<file path="src/rtl/pipe_ctrl_pkg.sv">
// Shared types and constants for the pipeline stall/flush controller.
// Control bundle ordering matches the register chain from PC down to MEM_WB.
package pipe_ctrl_pkg;

  typedef enum logic [1:0] {
    ST_RUN      = 2'd0,
    ST_MEM_WAIT = 2'd1,
    ST_HALT     = 2'd2
  } pipe_state_e;

  localparam logic [31:0] NOP_INSTR = 32'h00000013;
  localparam logic [4:0]  REG_X0    = 5'd0;

  typedef struct packed {
    logic pc_en;
    logic if_id_en;
    logic id_ex_en;
    logic ex_mem_en;
    logic mem_wb_en;
    logic if_id_flush;
    logic id_ex_flush;
  } pipe_ctrl_t;

  localparam pipe_ctrl_t CTRL_OFF      = '{default: 1'b0};
  localparam pipe_ctrl_t CTRL_NORMAL   = '{1'b1, 1'b1, 1'b1, 1'b1, 1'b1, 1'b0, 1'b0};
  localparam pipe_ctrl_t CTRL_FLUSH    = '{1'b1, 1'b1, 1'b1, 1'b1, 1'b1, 1'b1, 1'b1};
  localparam pipe_ctrl_t CTRL_LOAD_USE = '{1'b0, 1'b0, 1'b1, 1'b1, 1'b1, 1'b0, 1'b1};

endpackage

</file>
<file path="src/rtl/pipeline_ctrl_load_use_detect.sv">
// Combinational load-use hazard comparator between the ID and EX stages.
module load_use_detect
  import pipe_ctrl_pkg::*;
(
  input  logic       ex_is_load_i,
  input  logic       ex_rd_wren_i,
  input  logic [4:0] ex_rd_addr_i,
  input  logic [4:0] id_rs1_addr_i,
  input  logic [4:0] id_rs2_addr_i,
  input  logic       id_is_rs1_i,
  input  logic       id_is_rs2_i,
  output logic       load_use_o
);

  logic rs1_hit;
  logic rs2_hit;

  // x0 never carries a real dependency, so a load targeting it cannot stall.
  always_comb begin
    rs1_hit    = id_is_rs1_i && (id_rs1_addr_i == ex_rd_addr_i);
    rs2_hit    = id_is_rs2_i && (id_rs2_addr_i == ex_rd_addr_i);
    load_use_o = ex_is_load_i && ex_rd_wren_i && (ex_rd_addr_i != REG_X0)
                 && (rs1_hit || rs2_hit);
  end

endmodule

</file>
<file path="src/rtl/pipeline_ctrl.sv">
// Stall/flush controller for the 5-stage pipeline with memory-wait watchdog
// and stall/flush performance counters.
module pipeline_ctrl
  import pipe_ctrl_pkg::*;
#(
  parameter int unsigned MEM_TIMEOUT = 255
) (
  input  logic        clk_i,
  input  logic        rst_i,
  input  logic [4:0]  id_rs1_addr_i,
  input  logic [4:0]  id_rs2_addr_i,
  input  logic        id_is_rs1_i,
  input  logic        id_is_rs2_i,
  input  logic [4:0]  ex_rd_addr_i,
  input  logic        ex_rd_wren_i,
  input  logic        ex_is_load_i,
  input  logic        ex_mispredict_i,
  input  logic        mem_req_i,
  input  logic        mem_ready_i,
  output logic        pc_en_o,
  output logic        if_id_en_o,
  output logic        id_ex_en_o,
  output logic        ex_mem_en_o,
  output logic        mem_wb_en_o,
  output logic        if_id_flush_o,
  output logic        id_ex_flush_o,
  output logic        halt_o,
  output logic [1:0]  state_o,
  output logic [31:0] stall_cnt_o,
  output logic [31:0] flush_cnt_o
);

  localparam logic [15:0] WD_LIMIT = 16'(MEM_TIMEOUT - 1);

  pipe_state_e state_q, state_d;
  logic [15:0] wd_q, wd_d;
  logic [31:0] stall_cnt_q, stall_cnt_d;
  logic [31:0] flush_cnt_q, flush_cnt_d;

  pipe_ctrl_t ctrl;
  logic       halt;
  logic       load_use;
  logic       mem_block;

  load_use_detect u_load_use_detect (
    .ex_is_load_i  (ex_is_load_i),
    .ex_rd_wren_i  (ex_rd_wren_i),
    .ex_rd_addr_i  (ex_rd_addr_i),
    .id_rs1_addr_i (id_rs1_addr_i),
    .id_rs2_addr_i (id_rs2_addr_i),
    .id_is_rs1_i   (id_is_rs1_i),
    .id_is_rs2_i   (id_is_rs2_i),
    .load_use_o    (load_use)
  );

  assign mem_block = mem_req_i && !mem_ready_i;

  always_ff @(posedge clk_i) begin
    if (rst_i) begin
      state_q     <= ST_RUN;
      wd_q        <= '0;
      stall_cnt_q <= '0;
      flush_cnt_q <= '0;
    end else begin
      state_q     <= state_d;
      wd_q        <= wd_d;
      stall_cnt_q <= stall_cnt_d;
      flush_cnt_q <= flush_cnt_d;
    end
  end

  // The entering cycle is already a blocked cycle, so the watchdog starts at 1.
  always_comb begin
    state_d = state_q;
    wd_d    = wd_q;
    case (state_q)
      ST_RUN: begin
        if (mem_block) begin
          state_d = ST_MEM_WAIT;
          wd_d    = 16'd1;
        end
      end
      ST_MEM_WAIT: begin
        if (mem_block) begin
          if (wd_q == WD_LIMIT) begin
            state_d = ST_HALT;
          end else begin
            wd_d = wd_q + 16'd1;
          end
        end else begin
          state_d = ST_RUN;
          wd_d    = '0;
        end
      end
      ST_HALT: begin
        state_d = ST_HALT;
      end
      default: begin
        state_d = ST_RUN;
        wd_d    = '0;
      end
    endcase
  end

  always_comb begin
    ctrl = CTRL_OFF;
    halt = 1'b0;
    if (!rst_i) begin
      case (state_q)
        ST_RUN, ST_MEM_WAIT: begin
          if (mem_block) begin
            ctrl = CTRL_OFF;
          end else if (ex_mispredict_i) begin
            ctrl = CTRL_FLUSH;
          end else if (load_use) begin
            ctrl = CTRL_LOAD_USE;
          end else begin
            ctrl = CTRL_NORMAL;
          end
        end
        ST_HALT: begin
          halt = 1'b1;
        end
        default: begin
          ctrl = CTRL_OFF;
        end
      endcase
    end
  end

  // Stalls and flushes are only counted while the pipeline is live.
  always_comb begin
    stall_cnt_d = stall_cnt_q;
    flush_cnt_d = flush_cnt_q;
    if (!rst_i && (state_q != ST_HALT)) begin
      if (!ctrl.pc_en) begin
        stall_cnt_d = stall_cnt_q + 32'd1;
      end
      if (ctrl.if_id_flush) begin
        flush_cnt_d = flush_cnt_q + 32'd1;
      end
    end
  end

  assign pc_en_o       = ctrl.pc_en;
  assign if_id_en_o    = ctrl.if_id_en;
  assign id_ex_en_o    = ctrl.id_ex_en;
  assign ex_mem_en_o   = ctrl.ex_mem_en;
  assign mem_wb_en_o   = ctrl.mem_wb_en;
  assign if_id_flush_o = ctrl.if_id_flush;
  assign id_ex_flush_o = ctrl.id_ex_flush;
  assign halt_o        = halt;
  assign state_o       = state_q;
  assign stall_cnt_o   = stall_cnt_q;
  assign flush_cnt_o   = flush_cnt_q;

endmodule

</file>
<file path="config.mk">
export PLATFORM = sky130hd
export DESIGN_NAME = pipeline_ctrl
export DESIGN_NICKNAME = d
export VERILOG_FILES = /design/src/rtl/pipe_ctrl_pkg.sv /design/src/rtl/pipeline_ctrl_load_use_detect.sv /design/src/rtl/pipeline_ctrl.sv
export SDC_FILE = /design/constraint.sdc
export NUM_CORES = 1
export LEC_CHECK = 0
export CAP_MARGIN = 20
export CORE_UTILIZATION = 39
export DETAILED_ROUTE_END_ITERATION = 8
export GPL_TIMING_DRIVEN = 0
export PLACE_DENSITY = 0.73
export SYNTH_ARGS = -nofsm -noshare
export SYNTH_HDL_FRONTEND = slang
export SYNTH_HIERARCHICAL = 1
export SYNTH_SLANG_ARGS = --single-unit
</file>
<file path="constraint.sdc">
create_clock -name clk_i -period 2.58 [get_ports clk_i]
set_input_delay 0.387 -clock clk_i [delete_from_list [all_inputs] [get_ports clk_i]]
set_output_delay 0.387 -clock clk_i [all_outputs]
set_load 0.01 [all_outputs]
</file>
==> results of run 1 <==
[metrics by stage]
stage	instances	power (mW)	setup WS (ps)	utilization
final	751	2.44	68.4	0.547
after global routing	751	2.53	0.854	0.547
after CTS	748	2.45	-7.06	0.542
after detailed placement	729	1.51	-716	0.514
after global placement	729	1.51	-679	0.514
after floorplan	496	1.41	222	-
[kinds of logic (layout without fill, tap and decap cells)]
kind of cell,Yosys count,count (layout),share of synthesized area
AOI/OAI and AO/OA,60,60,0.0878
xor gates and xnor gates,60,60,0.125
adders and majority gates,4,4,0.0119
buffers and inverters,37,156,0.0391
DFF,82,82,0.392
muxes,7,7,0.0182
and+or+nand+nor,246,246,0.326
[what timing repair did]
item	4_1_cts	5_1_grt
hold buffers	0	0
gates resized for setup	30	16
endpoints found under the setup margin	34	32
buffers inserted	4	4
pin swaps	11	13
[Yosys cell counts (2+ instances only)]
library cell,number
or4_1,7
a31oi_1,3
mux2_2,5
buf_2,5
nand3_1,26
buf_1,2
xor2_1,24
nor2_1,70
inv_1,12
and2_1,2
nand2_1,22
o21ai_0,17
nor3_1,18
and4_1,7
mux2i_1,2
a21oi_1,24
nor2b_1,8
o211ai_1,2
ha_1,4
nand4_1,20
nand4_2,2
or2_1,2
nor3b_1,2
nand2b_1,4
or3_1,15
nor4_1,17
buf_4,3
or2b_1,2
and3_1,10
a211oi_1,3
dfxtp_1,82
clkbuf_1,13
xnor2_1,36
[worst min-delay path, delay by kind of cell, from the launching register on]
| kind | cells | cell delay (ps) |
|---|---|---|
| AOI/OAI and AO/OA | 2 | 130 |
| DFF | 1 | 340 |
[worst paths after layout]
check        slack [ps]               to  cells after the start
max                  70          pc_en_o                      9
min reg2reg         520  flush_cnt_o[14]                      2
max reg2reg         210  flush_cnt_o[24]                      6
min                 520  flush_cnt_o[14]                      2
[power groups by stage]
stage / logic [mW] / clock network (mW) / registers [mW]
floorplan: 0.0953 / 0 / 1.32
global placement: 0.195 / 0 / 1.32
detailed placement: 0.198 / 0 / 1.32
CTS: 0.200 / 0.963 / 1.29
global route: 0.222 / 1.02 / 1.29
finish: 0.206 / 0.944 / 1.29
[sequential cells by signal, summed over array words and instances, names as in the netlist]
| register | count |
|---|---|
| flush_cnt_o | 32 |
| state_o | 2 |
| wd_q | 16 |
| stall_cnt_o | 32 |
[cell type report]
| type | count | area, sq um | share of cell area |
|---|---|---|---|
| multi-input combinational | 377 | 2480 | 0.438 |
| clock buffer | 9 | 124 | 0.0218 |
| clock inverter | 7 | 76.3 | 0.0135 |
| buffer | 23 | 116 | 0.0205 |
| sequential | 82 | 1640 | 0.289 |
| tap | 136 | 170 | 0.0300 |
| timing repair buffer | 104 | 1010 | 0.178 |
| inverter | 13 | 48.8 | 0.00860 |
[metal layers]
layer,up-vias,part of all wire
li1,1996,-
met1,1930,0.46
met2,116,0.49
met3,13,0.046
met4,0,0.012
met5,-,0
==> metrics, run 1 <==
# IOs a little under 100; worst skew pair latency 350 ps; CP Cell Sequence dlygate4sd2_1 > or4_1 > o211ai_2 > a21oi_2 > nor2b_4 > buf_4 > nor3_4 > buf_4 > buf_4; largest net degree at the start of global routing 20; Die Y approximately 110 um; full die area 11200 sq um; gr ovfl total 0; Crit path buffers/inverters 4; commonest cells after routing, fill and taps aside dfxtp_1 (82), clkdlybuf4s50_1 (81), nor2_1 (69); reg-to-reg critical path startpoint flush_cnt_o[0]; clock sink count 82; final WL roughly 11 mm; Critical Path Max Stage Delay 540 ps; syn_nets 524; most common cell after layout, fill and taps aside dfxtp_1; area grow syn2layout 35.4%; async set or reset register ratio after synthesis 0; hpwl dp about 8 mm; kind of critical path primary input to output pin; pwr/cell area roughly 430 nW/um^2; Internal ~1.8 mW; M3 GR Usage 0.0284; layout net count roughly 640; P_sw 0.611 mW; Placer Congestion about 0.87; fin crit period 2510 ps; clock-pin transition on the worst setup and hold timing paths ~90 ps; most used cell, CP buf_4; Worst-Margin Slew about 700 ps; Syn. warnings 6; vias in the first global route 3847; CP arrival between 2000 and 2500 ps; first-pass GRT wire length around 19 mm; maximum vdd ir drop between 200 and 300 uV; Worst Path Max Fanout 3; Mean Syn Cell Area around 8.4 sq um; Placed Area 5330 sq um; share of cells above drive strength 1 0.112; Final TNS setup 0 ps; Crit. Startpoint ex_rd_addr_i[2]; global routing usage on met1 0.274; crit-path leading delay family simple AND/OR/NAND/NOR gates; busiest grt layer met2; Global Route Usage Sum 0.204; Initial DRC Count 134; unrepaired setup endpoints after global routing no; Num CTS Buffers 9; core area 10400 sq um; post-route antenna net violation count 0; Final period util 0.974; met2 Use GR 0.337; Min Hold Slack around 520 ps; number of cells produced by synthesis 496; Fmax achieved 398 MHz; hold crit path type flop to flop; Setup violations, final 0; Seq/Total Area, Yosys 0.392; WL per Instance between 15 and 20 um; final hold vios 0; cell taking the most area after synthesis dfxtp_1; H-tree depth 3; antenna violations before repair 0; Reg power frac 0.528; Root Driver clkbuf_8; #FFs+latches synth 82; clock share of power 0.388; Critical Path RT between 2000 and 2500 ps; crit path max-delay cell type or4_1; CP Launch Type primary input; clk_skew a little under 10 ps; # rows 37; outcome finished clean; clock buffer depth 2; post-synthesis cell area about 4200 sq um; via/cell ratio ~5.4; top-area cell type share of the netlist area 0.392; final instance area ~5700 sq um; Rel. slew slack 0.535; PortBufs between 90 and 100; chip width 106 um; max cap viols 0; initial core utilization 0.404; Post-synth EDFFs 0; Vias ~4000; Top FF cell, synth dfxtp_1; library cells used by synthesis 58; endpoint class of the critical path output pin; Post-route DRC 0; DRT Pass-1 Iters 4; Net Sw Frac 0.251; Final Max Tran Viols 0; CTS tree built; fillcell total roughly 970; Leakage Power 1.88 nW; ranking of synthesized cells by area dfxtp_1 (39%), xnor2_1 (7.5%), nor2_1 (6.3%), xor2_1 (5.0%), nand3_1 (3.1%); antenna cells 0; worst hold start flush_cnt_o[14]; Comb power frac 0.085
(Power assumes the default switching activity.)
==> run 2, diff against run 1 <==
--- a/config.mk
+++ b/config.mk
@@ -6,10 +6,10 @@
 export NUM_CORES = 1
 export LEC_CHECK = 0
 export CAP_MARGIN = 20
-export CORE_UTILIZATION = 39
+export CORE_UTILIZATION = 45
 export DETAILED_ROUTE_END_ITERATION = 8
 export GPL_TIMING_DRIVEN = 0
-export PLACE_DENSITY = 0.73
+export PLACE_DENSITY = 0.81
 export SYNTH_ARGS = -nofsm -noshare
 export SYNTH_HDL_FRONTEND = slang
 export SYNTH_HIERARCHICAL = 1
==> run 2 against run 1 <==
Power rose by 8.2%. Combinational power rose by 5%. The run now ends with DRC left. Count of clock-buffer cells in the layout rose by 1.
==> metrics, run 2 (synthesis results as in run 1) <==
outcome complete, but fails checks; failing checks DRC; final core utilization 0.648; clk_skew 10.3 ps; worst skew pair latency around 360 ps; clock-pin transition on the worst setup and hold timing paths around 80 ps; endpoint class of the critical path flop; kind of critical path primary input to flop; worst hold start flush_cnt_o[31]; share of cells above drive strength 1 0.111; layout net count 638; maximum vdd ir drop 362 uV; antenna violations before repair 0; Crit path buffers/inverters 2; Initial DRC Count between 200 and 250; hpwl dp between 8 and 9 mm; clock buffer depth 2; Die Y around 98 um; Setup violations, final 0; DRT Pass-1 Iters 7; Worst Hold Path Cells 2; Root Driver clkbuf_8; max cap viols 0; Fmax achieved 398 MHz; Reg2Reg Capture Point flush_cnt_o[26]; largest net degree at the start of global routing 20; fillcell total 719; CP Cell Sequence clkdlybuf4s15_1 > xor2_1 > nor4_2 > nand3_1 > a21oi_2 > nor2b_4 > buf_6 > o31ai_4 > or2_4 > or4_1 > a21oi_1; core area 8850 sq um; initial core utilization 0.474; Hold Buf Count CTS 0; H-tree depth 3; CTS tree built; reg-to-reg critical path startpoint flush_cnt_o[0]; CP Launch Type primary input; Critical Path RT ~2900 ps; final hold vios 0; final WL roughly 12 mm; Hold EP flush_cnt_o[31]; Post-route DRC 3; PortBufs 97; Min Hold Slack between 500 and 600 ps; Placer Congestion between 0.8 and 0.9; clock sink count 82; Final period util 0.973; final setup margin 69.1 ps; WL per Instance 16.2 um; full die area about 9700 sq um; most common cell after layout, fill and taps aside dfxtp_1; Placed Area 5300 sq um; Worst-Margin Slew roughly 670 ps; chip width about 98 um; worst reg-to-reg setup slack roughly 170 ps; Leakage Power 1.98 nW; R2R cell count 6; pwr/cell area around 460 nW/um^2; antenna cells 0; via/cell ratio ~5.7; fin crit period between 2000 and 3000 ps; final instance area 5730 sq um; Num CTS Buffers 9; Worst Path Max Fanout 4; Critical Path Max Stage Delay ~500 ps; area grow syn2layout 36.8%; CP arrival 2790 ps; vias in the first global route around 3800; gr ovfl total 0; commonest cells after routing, fill and taps aside dfxtp_1 (82), clkdlybuf4s50_1 (80), nor2_1 (69); Rel. slew slack 0.553; post-route antenna net violation count 0; crit path max-delay cell type or4_1; hold crit path type flop to flop; Vias ~4000; Final Max Tran Viols 0; pre-CTS setup slack -794 ps; Global Route Usage Sum 0.237; first-pass GRT wire length ~19 mm; total power about 2.6 mW; # IOs between 90 and 100; crit-path leading delay family simple AND/OR/NAND/NOR gates; # rows 34
run 2: per-stage QoR:
step	std cells	setup TNS, ps
after floorplan	496	0
final	723	0
after global placement	701	-19960
after global routing	723	-2.33
after CTS	720	-208
after detailed placement	701	-22810
run 2: worst register-to-register path, stage by stage (launching register included):
cell	delay (ps)
dfxtp_1	450
ha_1	250
nand3_1	150
nor4b_4	600
nand4_2	330
or3_1	390
a21oi_1	160
run 2: what timing repair did:
action                                  in CTS  in global routing
resized for setup                           31                 23
gates cloned                                 1                  0
buffers inserted                             3                  3
endpoints found under the setup margin      37                 28
pin swaps                                    4                 11
run 2: final cells by class:
| class | count | area (sq um) | share of cell area |
|---|---|---|---|
| inverter | 13 | 48.8 | 0.00851 |
| buffer | 23 | 125 | 0.0218 |
| clock buffer | 10 | 128 | 0.0223 |
| multi-input combinational | 377 | 2510 | 0.437 |
| clock inverter | 6 | 114 | 0.0199 |
| tap | 108 | 135 | 0.0236 |
| timing repair buffer | 104 | 1030 | 0.180 |
| sequential | 82 | 1640 | 0.286 |
run 2: per-layer routing:
| layer | up-vias | GRT usage | part of all wire |
|---|---|---|---|
| li1 | 1985 | - | - |
| met1 | 1972 | 0.297 | 0.41 |
| met2 | 138 | 0.407 | 0.50 |
| met3 | 23 | 0.0532 | 0.063 |
| met4 | 0 | 0.0712 | 0.018 |
| met5 | - | 0 | 0 |
run 2: worst max-delay path by stage:
stage                    start              end  slack (ps)  cells past startpoint
5_1_grt        ex_rd_addr_i[0]  stall_cnt_o[17]          -2                     11
3_3_place_gp   ex_rd_addr_i[2]   stall_cnt_o[5]        -680                     10
6_report       ex_rd_addr_i[0]  stall_cnt_o[17]          70                     11
4_1_cts        ex_rd_addr_i[1]          pc_en_o        -110                      8
3_5_place_dp   ex_rd_addr_i[4]  stall_cnt_o[28]        -790                     11
2_1_floorplan  ex_rd_addr_i[2]  stall_cnt_o[17]         220                      9
run 2: where the power goes:
part / switching, mW / internal, mW
logic: 0.115 / 0.102
registers: 0.0134 / 1.27
clock network: 0.485 / 0.647
total: 0.614 / 2.02
